## config.mk

```make
export PLATFORM = sky130hd
export DESIGN_NAME = vending_ctrl
export DESIGN_NICKNAME = d
export VERILOG_FILES = /design/src/rtl/vending_pkg.sv /design/src/rtl/vend_idle_timer.sv /design/src/rtl/vending_ctrl.sv
export SDC_FILE = /design/constraint.sdc
export NUM_CORES = 1
export LEC_CHECK = 0
export BUFFER_PORTS_ARGS = -buffer_cell sky130_fd_sc_hd__buf_2
export CAP_MARGIN = 20
export CORE_AREA = 5 5 60 62
export CTS_BUF_LIST = sky130_fd_sc_hd__clkbuf_16
export CTS_CLUSTER_DIAMETER = 60
export DETAILED_ROUTE_END_ITERATION = 7
export DIE_AREA = 0 0 65 67
export PLACE_DENSITY = 0.86
export SYNTH_ARGS = -nofsm -noshare
export SYNTH_HDL_FRONTEND = slang
export SYNTH_SLANG_ARGS = --single-unit
```

## constraint.sdc

```tcl
create_clock -name i_clk -period 3.4 [get_ports i_clk]
set_input_delay 0.68 -clock i_clk [delete_from_list [all_inputs] [get_ports i_clk]]
set_output_delay 0.68 -clock i_clk [all_outputs]
set_load 0.02 [all_outputs]
```

## src/rtl/vending_pkg.sv

```systemverilog
// vending_pkg: shared FSM state encoding and coin-select codes for the vending controller
package vending_pkg;
  typedef enum logic [1:0] {S_IDLE, S_COLLECT, S_VEND, S_CHANGE} state_t;
  localparam logic [1:0] COIN_SEL_A   = 2'd0;
  localparam logic [1:0] COIN_SEL_B   = 2'd1;
  localparam logic [1:0] COIN_SEL_C   = 2'd2;
  localparam logic [1:0] COIN_SEL_BAD = 2'd3;
endpackage

```

## src/rtl/vend_idle_timer.sv

```systemverilog
// vend_idle_timer: saturating idle counter, o_expired once i_en has held for TIMEOUT-1 cycles since clear
// Ports: i_clk clock; i_rst_n sync active-low reset; i_clr restart count; i_en count this cycle;
//        o_expired high when the next idle edge is the TIMEOUT-th
module vend_idle_timer #(
  parameter int TIMEOUT = 255
) (
  input  logic i_clk,
  input  logic i_rst_n,
  input  logic i_clr,
  input  logic i_en,
  output logic o_expired
);
  localparam int W = $clog2(TIMEOUT + 1);
  localparam logic [W-1:0] LAST = W'(TIMEOUT - 1);
  logic [W-1:0] r_cnt;
  always_ff @(posedge i_clk) begin
    if (!i_rst_n || i_clr) r_cnt <= '0;
    else if (i_en && r_cnt != LAST) r_cnt <= r_cnt + W'(1);
  end
  assign o_expired = r_cnt == LAST;
endmodule

```

## src/rtl/vending_ctrl.sv

```systemverilog
// vending_ctrl: parametrised coin vending controller with change return, cancel, timeout and coin rejection
// Ports: i_clk clock; i_rst_n sync active-low reset; i_coin_valid/i_coin_sel coin strobe and type;
//        i_cancel refund request; i_change_ready change actuator ready; o_change_valid change coin offered;
//        o_dispense 1-cycle vend pulse; o_coin_reject 1-cycle reject pulse; o_busy in VEND/CHANGE;
//        o_credit current credit
module vending_ctrl #(
  parameter int CREDIT_W = 8,
  parameter int PRICE    = 20,
  parameter int COIN_A   = 5,
  parameter int COIN_B   = 10,
  parameter int COIN_C   = 25,
  parameter int CHG_UNIT = 5,
  parameter int TIMEOUT  = 255
) (
  input  logic                i_clk,
  input  logic                i_rst_n,
  input  logic                i_coin_valid,
  input  logic [1:0]          i_coin_sel,
  input  logic                i_cancel,
  input  logic                i_change_ready,
  output logic                o_change_valid,
  output logic                o_dispense,
  output logic                o_coin_reject,
  output logic                o_busy,
  output logic [CREDIT_W-1:0] o_credit
);
  import vending_pkg::*;
  if (CHG_UNIT < 1 || PRICE < 1 || COIN_A < 1 || COIN_B < 1 || COIN_C < 1 || TIMEOUT < 1 ||
      PRICE % CHG_UNIT != 0 || COIN_A % CHG_UNIT != 0 || COIN_B % CHG_UNIT != 0 ||
      COIN_C % CHG_UNIT != 0 || PRICE >= 2 ** CREDIT_W) begin : g_param_check
    $error("vending_ctrl: illegal parameter set");
  end
  localparam logic [CREDIT_W:0]   PRICE_W = (CREDIT_W + 1)'(PRICE);
  localparam logic [CREDIT_W:0]   VAL_A   = (CREDIT_W + 1)'(COIN_A);
  localparam logic [CREDIT_W:0]   VAL_B   = (CREDIT_W + 1)'(COIN_B);
  localparam logic [CREDIT_W:0]   VAL_C   = (CREDIT_W + 1)'(COIN_C);
  localparam logic [CREDIT_W-1:0] PRICE_C = CREDIT_W'(PRICE);
  localparam logic [CREDIT_W-1:0] CHG_C   = CREDIT_W'(CHG_UNIT);
  state_t              r_state, w_next;
  logic [CREDIT_W-1:0] r_credit, w_credit_nxt;
  logic                r_reject;
  logic [CREDIT_W:0]   w_val, w_sum;
  logic                w_accept, w_expired;
  vend_idle_timer #(.TIMEOUT(TIMEOUT)) u_timer (
    .i_clk     (i_clk),
    .i_rst_n   (i_rst_n),
    .i_clr     (w_accept),
    .i_en      (r_state == S_COLLECT),
    .o_expired (w_expired)
  );
  // Sum is one bit wider than credit so the carry flags overflow; in IDLE credit is 0, so sum is the coin value.
  always_comb begin
    w_val    = i_coin_sel == COIN_SEL_A ? VAL_A : i_coin_sel == COIN_SEL_B ? VAL_B : VAL_C;
    w_sum    = {1'b0, r_credit} + w_val;
    w_accept = i_coin_valid && i_coin_sel != COIN_SEL_BAD && !w_sum[CREDIT_W] &&
               (r_state == S_IDLE || (r_state == S_COLLECT && !i_cancel));
  end
  always_comb begin
    w_next       = r_state;
    w_credit_nxt = r_credit;
    unique case (r_state)
      S_IDLE: begin
        if (w_accept) begin
          w_credit_nxt = w_sum[CREDIT_W-1:0];
          w_next       = w_sum >= PRICE_W ? S_VEND : S_COLLECT;
        end
      end
      S_COLLECT: begin
        if (i_cancel) w_next = S_CHANGE;
        else if (w_accept) begin
          w_credit_nxt = w_sum[CREDIT_W-1:0];
          w_next       = w_sum >= PRICE_W ? S_VEND : S_COLLECT;
        end
        else if (w_expired) w_next = S_CHANGE;
      end
      S_VEND: begin
        w_credit_nxt = r_credit - PRICE_C;
        w_next       = r_credit == PRICE_C ? S_IDLE : S_CHANGE;
      end
      S_CHANGE: begin
        if (i_change_ready) begin
          w_credit_nxt = r_credit - CHG_C;
          w_next       = r_credit == CHG_C ? S_IDLE : S_CHANGE;
        end
      end
    endcase
  end
  always_ff @(posedge i_clk) begin
    if (!i_rst_n) begin
      r_state  <= S_IDLE;
      r_credit <= '0;
      r_reject <= 1'b0;
    end else begin
      r_state  <= w_next;
      r_credit <= w_credit_nxt;
      r_reject <= i_coin_valid && !w_accept;
    end
  end
  assign o_dispense     = r_state == S_VEND;
  assign o_change_valid = r_state == S_CHANGE;
  assign o_busy         = r_state == S_VEND || r_state == S_CHANGE;
  assign o_coin_reject  = r_reject;
  assign o_credit       = r_credit;
endmodule

```

# ---- Yosys cells after proc, flatten, opt, wreduce, memory -nomap -nowiden
# Index checks and enable logic that the tools add are counted.
# W data, S select, Z words.
dict set report totals {
  elab_cells 54
  ff_bits 19
  inputBits 7
  out_inout_bits 12
}
dict set report classes {
  n_eq_ne 13
  n_lt_le_gt_ge 1
  muxes 15
  add_sub_neg 4
  n_reduce_logical 17
}
# op count
set op_table {}
lappend op_table {{$pmux W8 S4} 1}
lappend op_table {{$mux W8} 3}
lappend op_table {{$mux W2} 8}
lappend op_table {{$mux W5} 2}
lappend op_table {{$add A8 B5 Y9} 1}
lappend op_table {{$ge A9 B5 Y1 const B} 1}
lappend op_table {{$add A8 B1 Y8 const B} 1}
lappend op_table {{$eq A8 B3 Y1 const B} 1}
lappend op_table {{$eq A8 B5 Y1 const B} 1}
lappend op_table {{$eq A8 B8 Y1 const B} 1}
lappend op_table {{$ne A8 B8 Y1 const B} 1}
lappend op_table {{$pmux W2 S4} 1}
lappend op_table {{$sub A8 B3 Y8 const B} 1}
lappend op_table {{$sub A8 B5 Y8 const B} 1}
lappend op_table {{$logic_and A1 B1 Y1} 6}
lappend op_table {{$ne A2 B2 Y1 const B} 3}
lappend op_table {{$eq A2 B1 Y1 const B} 2}
lappend op_table {{$eq A2 B2 Y1 const B} 2}
lappend op_table {{$logic_not A1 Y1} 4}
lappend op_table {{$logic_not A2 Y1} 2}
lappend op_table {{$ne A4 B3 Y1 const B} 1}
lappend op_table {{$logic_or A1 B1 Y1} 3}
lappend op_table {{$reduce_and A3 Y1} 1}
lappend op_table {{$ne A2 B1 Y1 const B} 1}
lappend op_table {{$reduce_and A2 Y1} 1}

# ---- Logic depth before layout (Yosys ltp)
# Gate-level depths: netlist (run 1).
dict set report logic_depth {
  depth_word 10
  ltp_mapped 11
  ltp_nobuf 9
}

# ---- Modules after synthesis
# Synthesis (run 1) repeated with hierarchy kept, for this count alone.
dict set report hier_totals {
  hier_cells 214
  area_unflattened_um2 1677.9
}
# mod area_each_um2 n_inst seq_area_each_um2 cells_per_inst
set modules_own_cells {}
lappend modules_own_cells {vending_ctrl 1233.7 1 220.2 161}
lappend modules_own_cells {vend_idle_timer 444.2 1 160.2 53}

# ---- Worst setup path before layout (run 1)
# OpenSTA, ideal clock, no wires.
dict set report synth_timing {
  path_type {input-to-reg}
  from {input port i_coin_sel[1]}
  to {register r_credit[6] (netlist: o_credit[6])}
  setup_slack_ns 0.572
  n_path_buf 0
  required_ns 3.285
  cell_stages 9
  arrival_time_ns 2.713
  cell_sequence {nand2b_1 > ha_1 > fa_1 > a31o_1 > a311o_2 > a211oi_4 > o21ai_2 > xnor2_1 > and2_1}
}
dict set report synth_via {
  elab_chain_cells 10
  elab_cells_between_ends 13
  cone_classes {add/sub: 1; eq/ne: 2; mux: 5; reduce/logical: 5}
}
# item line_no
set synth_rtl {}
lappend synth_rtl {{start, declared} vending_ctrl.sv:18} ;# input logic [1:0] i_coin_sel,
lappend synth_rtl {{$eq A2 B1 Y1} vending_ctrl.sv:53} ;# w_val = i_coin_sel == COIN_SEL_A ? VAL_A : i_coin_sel == COIN_SEL_B ? VAL_B : VAL_C;
lappend synth_rtl {{$mux W5 (2 in series)} vending_ctrl.sv:53}
lappend synth_rtl {{$add A8 B5 Y9} vending_ctrl.sv:54} ;# w_sum = {1'b0, r_credit} + w_val;
lappend synth_rtl {{$logic_not A1 Y1} vending_ctrl.sv:55} ;# w_accept = i_coin_valid && i_coin_sel != COIN_SEL_BAD && !w_sum[CREDIT_W] &&
lappend synth_rtl {{$logic_and A1 B1 Y1 (2 in series)} vending_ctrl.sv:55}
lappend synth_rtl {{$mux W8 (*)} {vending_ctrl.sv:63, vending_ctrl.sv:70}}
lappend synth_rtl {{$mux W8} vending_ctrl.sv:69} ;# if (i_cancel) w_next = S_CHANGE;
lappend synth_rtl {{$pmux W8 S4 (*)} vending_ctrl.sv:61} ;# unique case (r_state)
lappend synth_rtl {{end signal, assigned} vending_ctrl.sv:95} ;# r_credit <= w_credit_nxt;
lappend synth_rtl {{end, declared} vending_ctrl.sv:40} ;# logic [CREDIT_W-1:0] r_credit, w_credit_nxt;
# Mark *: on every way between the ends. The rest lies on a longest branch, timed or not. The select of a mux whose other input is x is not followed.
# A chain may end at the register's enable or synchronous reset.

# ---- Worst setup path in the final report (run 1)
dict set report layout_timing {
  from {input port i_coin_sel[1]}
  to {register u_timer.r_cnt[6]}
}
dict set report layout_via {
  elab_chain_cells 8
  elab_cells_between_ends 11
  cone_classes {add/sub: 1; eq/ne: 2; mux: 2; reduce/logical: 6}
}
# item line_no
set layout_rtl {}
lappend layout_rtl {{$eq A2 B1 Y1} vending_ctrl.sv:53}
lappend layout_rtl {{$mux W5 (2 in series)} vending_ctrl.sv:53}
lappend layout_rtl {{$add A8 B5 Y9} vending_ctrl.sv:54}
lappend layout_rtl {{$logic_not A1 Y1} vending_ctrl.sv:55}
lappend layout_rtl {{$logic_and A1 B1 Y1 (*) (2 in series)} vending_ctrl.sv:55}
lappend layout_rtl {{$logic_or A1 B1 Y1 (*)} vend_idle_timer.sv:17} ;# if (!i_rst_n || i_clr) r_cnt <= '0;
lappend layout_rtl {{end signal, assigned} vend_idle_timer.sv:18} ;# else if (i_en && r_cnt != LAST) r_cnt <= r_cnt + W'(1);
lappend layout_rtl {{end, declared} vend_idle_timer.sv:15} ;# logic [W-1:0] r_cnt;
# Mark *: on every way between the ends. The rest lies on a longest branch, timed or not.

==> results.toml, run 1 <==
[synthesis]
syn_area_um2 = 1630
synth_warnings = 0
async_reset_ff_share_pct = 0
ys.flop_type = "dfxtp_1"
synth_seq_area_share_pct = 23.3
synth_edf_count = 0
yosys.area.top_type = "dfxtp_1"
synth_nets = 218
netlist_instances = 199
syn_area_per_cell_um2 = 8.21
synthTopCellsByArea = "dfxtp_1 23%, ha_1 8.4%, nor2_1 5.7%"
synth_cell_type_count = 58
ys_seq_elements = 19
yosysTopAreaCellShare_pct = 23.3

[sta]
rsz0062_at_grt = "no"
setup_viol = 0
fin_crit_sh_pct = 89.0
clock.fmax_mhz = 331
slew_headroom_pct = 36.2
tns_ns = 0
fin_ws_ns = 0.374
period_needed_ns = 3.03
report.final.slew_viol_count = 0
clock_skew_ns = 0.00489
tightest_slew_ns = 0.956
hold_viol_final = 0

[worst_setup_path]
worstPathArrival_ns = 3.14
crit_path_start_kind = "primary input"
cp-end-kind = "register"
cp_max_fo = 9
crit_type = "primary input to register"
cp.required_ns = 3.52

[outcome]
status = "complete, no violations"

[detailed_routing]
vias = 1555
drc = 0
firstDrtPassIters = 5
first_iter_violations = 128
wl_per_cell_um = 16.1
vias_per_cell = 6.32
wl_um = 3970
ant_nets = 0

[grt]
grt_use_met3_pct = 4.55
grt_pass1_wl_um = 6530
grtUsageTotal_pct = 19.3
grt_util_met2_pct = 31.5
grt_pass1_vias = 1438
grt_max_degree = 25
antenna_found_initial = 0
busiest_layer = "met2"
overflow = 0
grtUsageMet1_pct = 24.7

[power_and_ir_drop]
combPwrFrac_pct = 57.1
powerDensity_nw_per_um2 = 903
power_switching_mw = 0.796
p_sw_share_pct = 49.0
leakagePower_nw = 0.731
p_int_mw = 0.831
seqPwrFrac_pct = 28.1
clkPwrFrac_pct = 14.8
peakVddDrop_uv = 470

[clock_tree]
path_clk_slew_ns = 0.05
cts_tree = "built"
worstSkewPairLatency_ns = 0.25
holdBufCountCts = 0
clockBufferDepth = 2
cts-buffers-inserted = 3
cts_resized = 0
clkSinkCount = 19
htree_levels = 1
cts_root_buf = "clkbuf_16"
post-cts-setup-buffer-count = 0

[floorplan]
coreArea_um2 = 2980
die_h_um = 67
core.rowCount = 20
fp.dieW_um = 65
dieArea_um2 = 4360
start_util_pct = 54.9
io_pins = 19

[job]
maxCapViolCount = 0

[place]
pre_cts_ws_ns = 0.165
gp_congestion = 0.917
port_buffers = 18
dp.final_hpwl_um = 2890

[cells_and_area]
diodes = 0
final_nets = 233
multi_input_area_um2 = 1150
seqCellArea_um2 = 380
nFillCells = 261
drive_gt1_share_pct = 17.4
final_common_cell = "nor2_1"
final_cell_mix = "25 x nor2_1, 19 x dfxtp_1, 18 x buf_2, 16 x inv_1, 13 x nand2_1"
area_delta_synth_final_pct = 10.3

[worst_hold_path]
hp-class = "register to register"
## flip-flops by register name, summed over array words and instances, names as in the netlist
signal and count:
r_state 2, o_credit 8, o_coin_reject 1, u_timer.r_cnt 8
## critical path, stage by stage
cell       delay [ns]
buf_2            0.14
nand2b_1         0.16
ha_1             0.21
fa_1             0.45
o21bai_1         0.24
a2111oi_4        0.46
o31ai_2          0.14
nor3_1           0.20
nand2b_1         0.36
nor2_1           0.11
## power by group through the flow
stage,sequential [mW],clock [mW],combinational [mW]
2_1_floorplan,0.422,0,0.738
3_3_place_gp,0.449,0,0.889
3_5_place_dp,0.453,0,0.909
4_1_cts,0.449,0.243,0.921
5_1_grt,0.472,0.258,1.03
6_report,0.458,0.241,0.929
## cells in the mapped netlist (all sizes together) (3+ instances only)
master / number
nand2: 13
a211oi: 3
xnor2: 10
a21oi: 11
inv: 16
o211ai: 6
and2: 5
dfxtp: 19
buf: 5
nand4: 5
clkbuf: 3
o21ai: 10
xor2: 6
nand2b: 4
nor2: 25
ha: 11
nand3: 5
## cell type report
cell class	count	area share, %
sequential	19	21.1
clock inverter	1	0.278
clock buffer	3	4.17
tap	33	2.29
multi-input combinational	156	63.8
timing repair buffer	18	5.00
inverter	16	3.33
## per-layer routing
layer | vias up | wire, um
met5 | - | 0
met4 | 0 | 87
met3 | 16 | 325
met2 | 81 | 1840
met1 | 715 | 1720
li1 | 743 | -
## cells by family after synthesis
| logic type | count (synthesis) | share of synthesized area [%] |
|---|---|---|
| AOI/OAI and AO/OA | 54 | 28.3 |
| and+or+nand+nor | 72 | 22.6 |
| xor gates and xnor gates | 16 | 8.58 |
| adders and majority gates | 13 | 10.3 |
| muxes | 1 | 0.613 |
| buffers and inverters | 24 | 6.36 |
| DFF | 19 | 23.3 |
## metrics by stage
stage	instance area [um2]	cells	util, %	hold WS, ns	power (mW)
after floorplan	1630	199	-	0.471	1.16
after global placement	1720	242	57.8	0.485	1.34
after detailed placement	1720	242	57.8	0.502	1.36
after CTS	1800	246	60.5	0.517	1.61
after global routing	1800	246	60.5	0.536	1.76
final	1800	246	60.5	0.520	1.63
## worst paths after layout
check	depth (start not counted)	from	to	slack [ns]
setup / recovery	10	i_coin_sel[1]	u_timer.r_cnt[6]	0.37
setup reg to reg	8	o_credit[0]	u_timer.r_cnt[6]	0.69
hold / removal	2	u_timer.r_cnt[5]	u_timer.r_cnt[5]	0.52
hold reg to reg	2	u_timer.r_cnt[5]	u_timer.r_cnt[5]	0.52
Power figures use the tool's default switching activity.
==> run 2: changes to the inputs <==
==> config.mk (replaced) <==
export PLATFORM = sky130hd
export DESIGN_NAME = vending_ctrl
export DESIGN_NICKNAME = d
export VERILOG_FILES = /design/src/rtl/vending_pkg.sv /design/src/rtl/vend_idle_timer.sv /design/src/rtl/vending_ctrl.sv
export SDC_FILE = /design/constraint.sdc
export NUM_CORES = 1
export LEC_CHECK = 0
export BUFFER_PORTS_ARGS = -buffer_cell sky130_fd_sc_hd__clkbuf_2
export CAP_MARGIN = 20
export CORE_AREA = 5 5 70 72
export CTS_BUF_LIST = sky130_fd_sc_hd__clkbuf_16
export CTS_CLUSTER_DIAMETER = 60
export DETAILED_ROUTE_END_ITERATION = 7
export DIE_AREA = 0 0 75 77
export PLACE_DENSITY = 0.67
export SYNTH_ARGS = -nofsm -noshare
export SYNTH_HDL_FRONTEND = slang
export SYNTH_SLANG_ARGS = --single-unit
==> results.toml, run 2 (synthesis gave the netlist of run 1 again) <==
[worst_setup_path]
critPathMaxStageDelay_ns = 0.46
cp.required_ns = 3.53
ff2ff_path_depth = 8
critPathLaunch = "i_coin_sel[1]"
r2r_start = "o_credit[0]"
worstPathArrival_ns = 3.15
r2r_end = "u_timer.r_cnt[0]"
ff2ff_setup_slack_ns = 0.68
cp_max_fo = 9
cp_cell_sequence = "clkbuf_2 -> nand2b_1 -> ha_1 -> fa_1 -> o21bai_1 -> a2111oi_4 -> o31ai_2 -> nor3_1 -> nand2b_1 -> nor2_1"
crit_path_frequent_cell = "nand2b_1"
crit_path_start_kind = "primary input"
crit_type = "primary input to register"
cp-end-kind = "register"
cp_slowest_cell = "fa_1"

[clock_tree]
path_clk_slew_ns = 0.05
cts_root_buf = "clkbuf_16"
post-cts-setup-buffer-count = 0
htree_levels = 1
clockBufferDepth = 2
clkSinkCount = 19
cts-buffers-inserted = 3
cts_tree = "built"
cts_resized = 0
worstSkewPairLatency_ns = 0.26
holdBufCountCts = 0

[grt]
grt_pass1_wl_um = 6690
grt_pass1_vias = 1453
antenna_found_initial = 0
grt_max_degree = 25
grtUsageTotal_pct = 14.5
overflow = 0

[cells_and_area]
diodes = 0
final_nets = 233
drive_gt1_share_pct = 17.4
area_delta_synth_final_pct = 11.7
final_cell_mix = "25 x nor2_1, 19 x dfxtp_1, 18 x clkbuf_2, 16 x inv_1, 13 x nand2_1"
final_common_cell = "nor2_1"

[sta]
clock_skew_ns = 0.00644
rsz0062_at_grt = "no"
period_needed_ns = 3.02
setup_viol = 0
tns_ns = 0
hold_viol_final = 0
slew_headroom_pct = 37.4
tightest_slew_ns = 0.938
clock.fmax_mhz = 332
fin_crit_sh_pct = 88.7
report.final.slew_viol_count = 0

[place]
dp.final_hpwl_um = 2980
port_buffers = 18
gp_congestion = 0.867

[floorplan]
coreArea_um2 = 4230
die_h_um = 77
dieArea_um2 = 5780
core.rowCount = 24
io_pins = 19
start_util_pct = 38.6
fp.dieW_um = 75

[power_and_ir_drop]
leakagePower_nw = 0.726
peakVddDrop_uv = 254
powerDensity_nw_per_um2 = 890
power_mw = 1.62

[worst_hold_path]
hold_start = "u_timer.r_cnt[7]"
min_to = "u_timer.r_cnt[7]"
min_path_cells = 2
hp-class = "register to register"

[detailed_routing]
first_iter_violations = 160
drc = 0
firstDrtPassIters = 4
vias = 1460
wl_per_cell_um = 14.7
wl_um = 3890
vias_per_cell = 5.51
ant_nets = 0

[outcome]
status = "complete, no violations"

[job]
maxCapViolCount = 0
==> run 2: changes by cell type in the layout (fill, tap and decap cells not counted) <==
cell and change:
buf_2 -18, clkbuf_2 +18
==> run 2: how the worst max path moves through the flow <==
stage,endpoint,cells past startpoint
floorplan,o_credit[6],9
finish,u_timer.r_cnt[0],10
global route,u_timer.r_cnt[4],10
CTS,u_timer.r_cnt[0],10
detailed placement,u_timer.r_cnt[0],10
global placement,u_timer.r_cnt[7],10
==> run 2: critical path, delay by kind of cell <==
kind                       cells  cell delay, ns
AOI/OAI and AO/OA              3            0.83
adders and majority gates      2            0.67
buffers and inverters          1            0.14
and+or+nand+nor                4            0.83
==> run 2: stage by stage <==
stage / cell area (um2) / cells / hold WS [ns] / util [%] / worst slack (ns)
floorplan: 1630 / 199 / 0.471 / - / 0.572
global placement: 1750 / 261 / 0.488 / 41.2 / 0.186
detailed placement: 1750 / 261 / 0.491 / 41.2 / 0.107
CTS: 1830 / 265 / 0.509 / 43.1 / 0.365
global route: 1830 / 265 / 0.544 / 43.1 / 0.159
finish: 1830 / 265 / 0.504 / 43.1 / 0.384
==> run 2: routing by layer <==
metal	up-vias	part of all wire [%]	global-route usage, %
met1	673	46	19.3
met4	0	1.1	4.80
met3	6	5.8	3.27
met5	-	0	0
met2	40	47	22.6
li1	741	-	-
==> run 2: power breakdown <==
group	leakage (nW)	internal (mW)	switching (mW)	total (mW)
clock network	0.0409	0.158	0.0905	0.249
registers	0.156	0.285	0.168	0.453
logic	0.529	0.389	0.533	0.922
==> run 2: cell type report <==
| cell class | count | area, um2 |
|---|---|---|
| Clock buffer | 3 | 75.1 |
| Clock inverter | 1 | 5.00 |
| Fill cell | 433 | 2410 |
| Inverter | 16 | 60.1 |
| Multi-Input combinational cell | 156 | 1150 |
| Sequential cell | 19 | 380 |
| Tap cell | 52 | 65.1 |
| Timing Repair Buffer | 18 | 90.1 |
==> run 3: changes to the inputs <==
--- a/config.mk
+++ b/config.mk
@@ -7,12 +7,12 @@
 export LEC_CHECK = 0
 export BUFFER_PORTS_ARGS = -buffer_cell sky130_fd_sc_hd__clkbuf_2
 export CAP_MARGIN = 20
-export CORE_AREA = 5 5 70 72
+export CORE_AREA = 5 5 65 79
 export CTS_BUF_LIST = sky130_fd_sc_hd__clkbuf_16
 export CTS_CLUSTER_DIAMETER = 60
 export DETAILED_ROUTE_END_ITERATION = 7
-export DIE_AREA = 0 0 75 77
-export PLACE_DENSITY = 0.67
+export DIE_AREA = 0 0 70 84
+export PLACE_DENSITY = 0.66
 export SYNTH_ARGS = -nofsm -noshare
 export SYNTH_HDL_FRONTEND = slang
 export SYNTH_SLANG_ARGS = --single-unit
==> results.toml, run 3 (synthesis gave the netlist of run 1 again) <==
[place]
dp_cells = 269
port_buffers = 18
dp.final_hpwl_um = 3090
gp_congestion = 0.862

[sta]
clock.fmax_mhz = 333
setup_viol = 0
rsz0062_at_grt = "no"
fin_crit_sh_pct = 88.5
holdWs_ns = 0.503
tns_ns = 0
report.final.slew_viol_count = 0
clock_skew_ns = 0.00212
slew_headroom_pct = 35.8
period_needed_ns = 3.01
tightest_slew_ns = 0.962
hold_viol_final = 0

[detailed_routing]
vias_per_cell = 5.50
drc = 0
firstDrtPassIters = 4
ant_nets = 0
vias = 1502
wl_per_cell_um = 14.9
wl_um = 4060
first_iter_violations = 94

[floorplan]
start_util_pct = 37.2
core.rowCount = 27
io_pins = 19
die_h_um = 84
dieArea_um2 = 5880
coreArea_um2 = 4390
fp.dieW_um = 70

[clock_tree]
clockBufferDepth = 2
cts_root_buf = "clkbuf_16"
worstSkewPairLatency_ns = 0.25
path_clk_slew_ns = 0.05
holdBufCountCts = 0
cts_tree = "built"
cts-buffers-inserted = 3
htree_levels = 1
cts_resized = 0
clkSinkCount = 19
post-cts-setup-buffer-count = 0

[cells_and_area]
nFillCells = 454
diodes = 0
fin_cells = 273
drive_gt1_share_pct = 17.7
multi_input_area_um2 = 1150
final_common_cell = "nor2_1"
seqCellArea_um2 = 380
final_nets = 235
area_delta_synth_final_pct = 13.0
final_cell_mix = "25 x nor2_1, 19 x dfxtp_1, 18 x clkbuf_2, 17 x inv_1, 13 x nand2_1"

[power_and_ir_drop]
peakVddDrop_uv = 309
power_mw = 1.64
power_switching_mw = 0.798
p_int_mw = 0.837
p_sw_share_pct = 48.8
combPwrFrac_pct = 57.1
seqPwrFrac_pct = 28.0
powerDensity_nw_per_um2 = 886
leakagePower_nw = 0.737
clkPwrFrac_pct = 14.9

[grt]
grt_pass1_vias = 1426
overflow = 0
grtUsageTotal_pct = 14.0
grt_max_degree = 25
antenna_found_initial = 0
grt_pass1_wl_um = 6710

[outcome]
status = "complete, no violations"

[worst_setup_path]
cp.required_ns = 3.53
ff2ff_setup_slack_ns = 0.63
cp_max_fo = 9
worstPathArrival_ns = 3.13
cp-end-kind = "register"
crit_path_start_kind = "primary input"
crit_type = "primary input to register"

[worst_hold_path]
hp-class = "register to register"

[job]
maxCapViolCount = 0
-- run 3: cell types whose count changed in the layout (fill, tap and decap cells not counted) --
cell and change:
buf_4 +2, inv_1 +1, clkinv_2 -1
-- run 3: critical path, stage by stage --
cell and delay, ns:
clkbuf_2 0.14, nand2b_1 0.10, ha_1 0.21, fa_1 0.45, o21bai_1 0.24, a2111oi_4 0.47
o31ai_2 0.14, nor3_1 0.21, nand2b_1 0.37, nor2_1 0.11
-- run 3: final cells by class --
class                      count  share of cell area [%]
tap                           58                    3.93
clock buffer                   3                    4.07
sequential                    19                    20.6
inverter                      16                    3.25
timing repair buffer          20                    5.69
multi-input combinational    156                    62.3
clock inverter                 1                   0.203
-- run 3: power groups by stage --
stage	clock network (mW)	registers [mW]	logic [mW]
2_1_floorplan	0	0.422	0.738
3_3_place_gp	0	0.463	0.917
3_5_place_dp	0	0.462	0.929
4_1_cts	0.248	0.457	0.938
5_1_grt	0.257	0.478	1.04
6_report	0.244	0.458	0.934
-- run 3: through the flow --
step	worst slack (ns)	util, %	area (um2)
final	0.393	42.1	1850
after global routing	0.198	42.1	1850
after CTS	0.405	42.1	1850
after detailed placement	0.147	40.3	1770
after global placement	0.242	40.3	1770
after floorplan	0.572	-	1630
-- run 3: layer usage --
metal | GRT usage [%] | vias up | wire, um
li1 | - | 746 | -
met1 | 15.7 | 702 | 1660
met2 | 25.6 | 44 | 2080
met3 | 3.01 | 10 | 225
met4 | 5.23 | 0 | 89
met5 | 0 | - | 0
-- run 3: final timing paths --
kind	end	startpoint	cells past startpoint
setup / recovery	u_timer.r_cnt[6]	i_coin_sel[0]	10
hold / removal	u_timer.r_cnt[7]	u_timer.r_cnt[7]	2
setup reg to reg	u_timer.r_cnt[6]	o_credit[0]	8
hold reg to reg	u_timer.r_cnt[7]	u_timer.r_cnt[7]	2
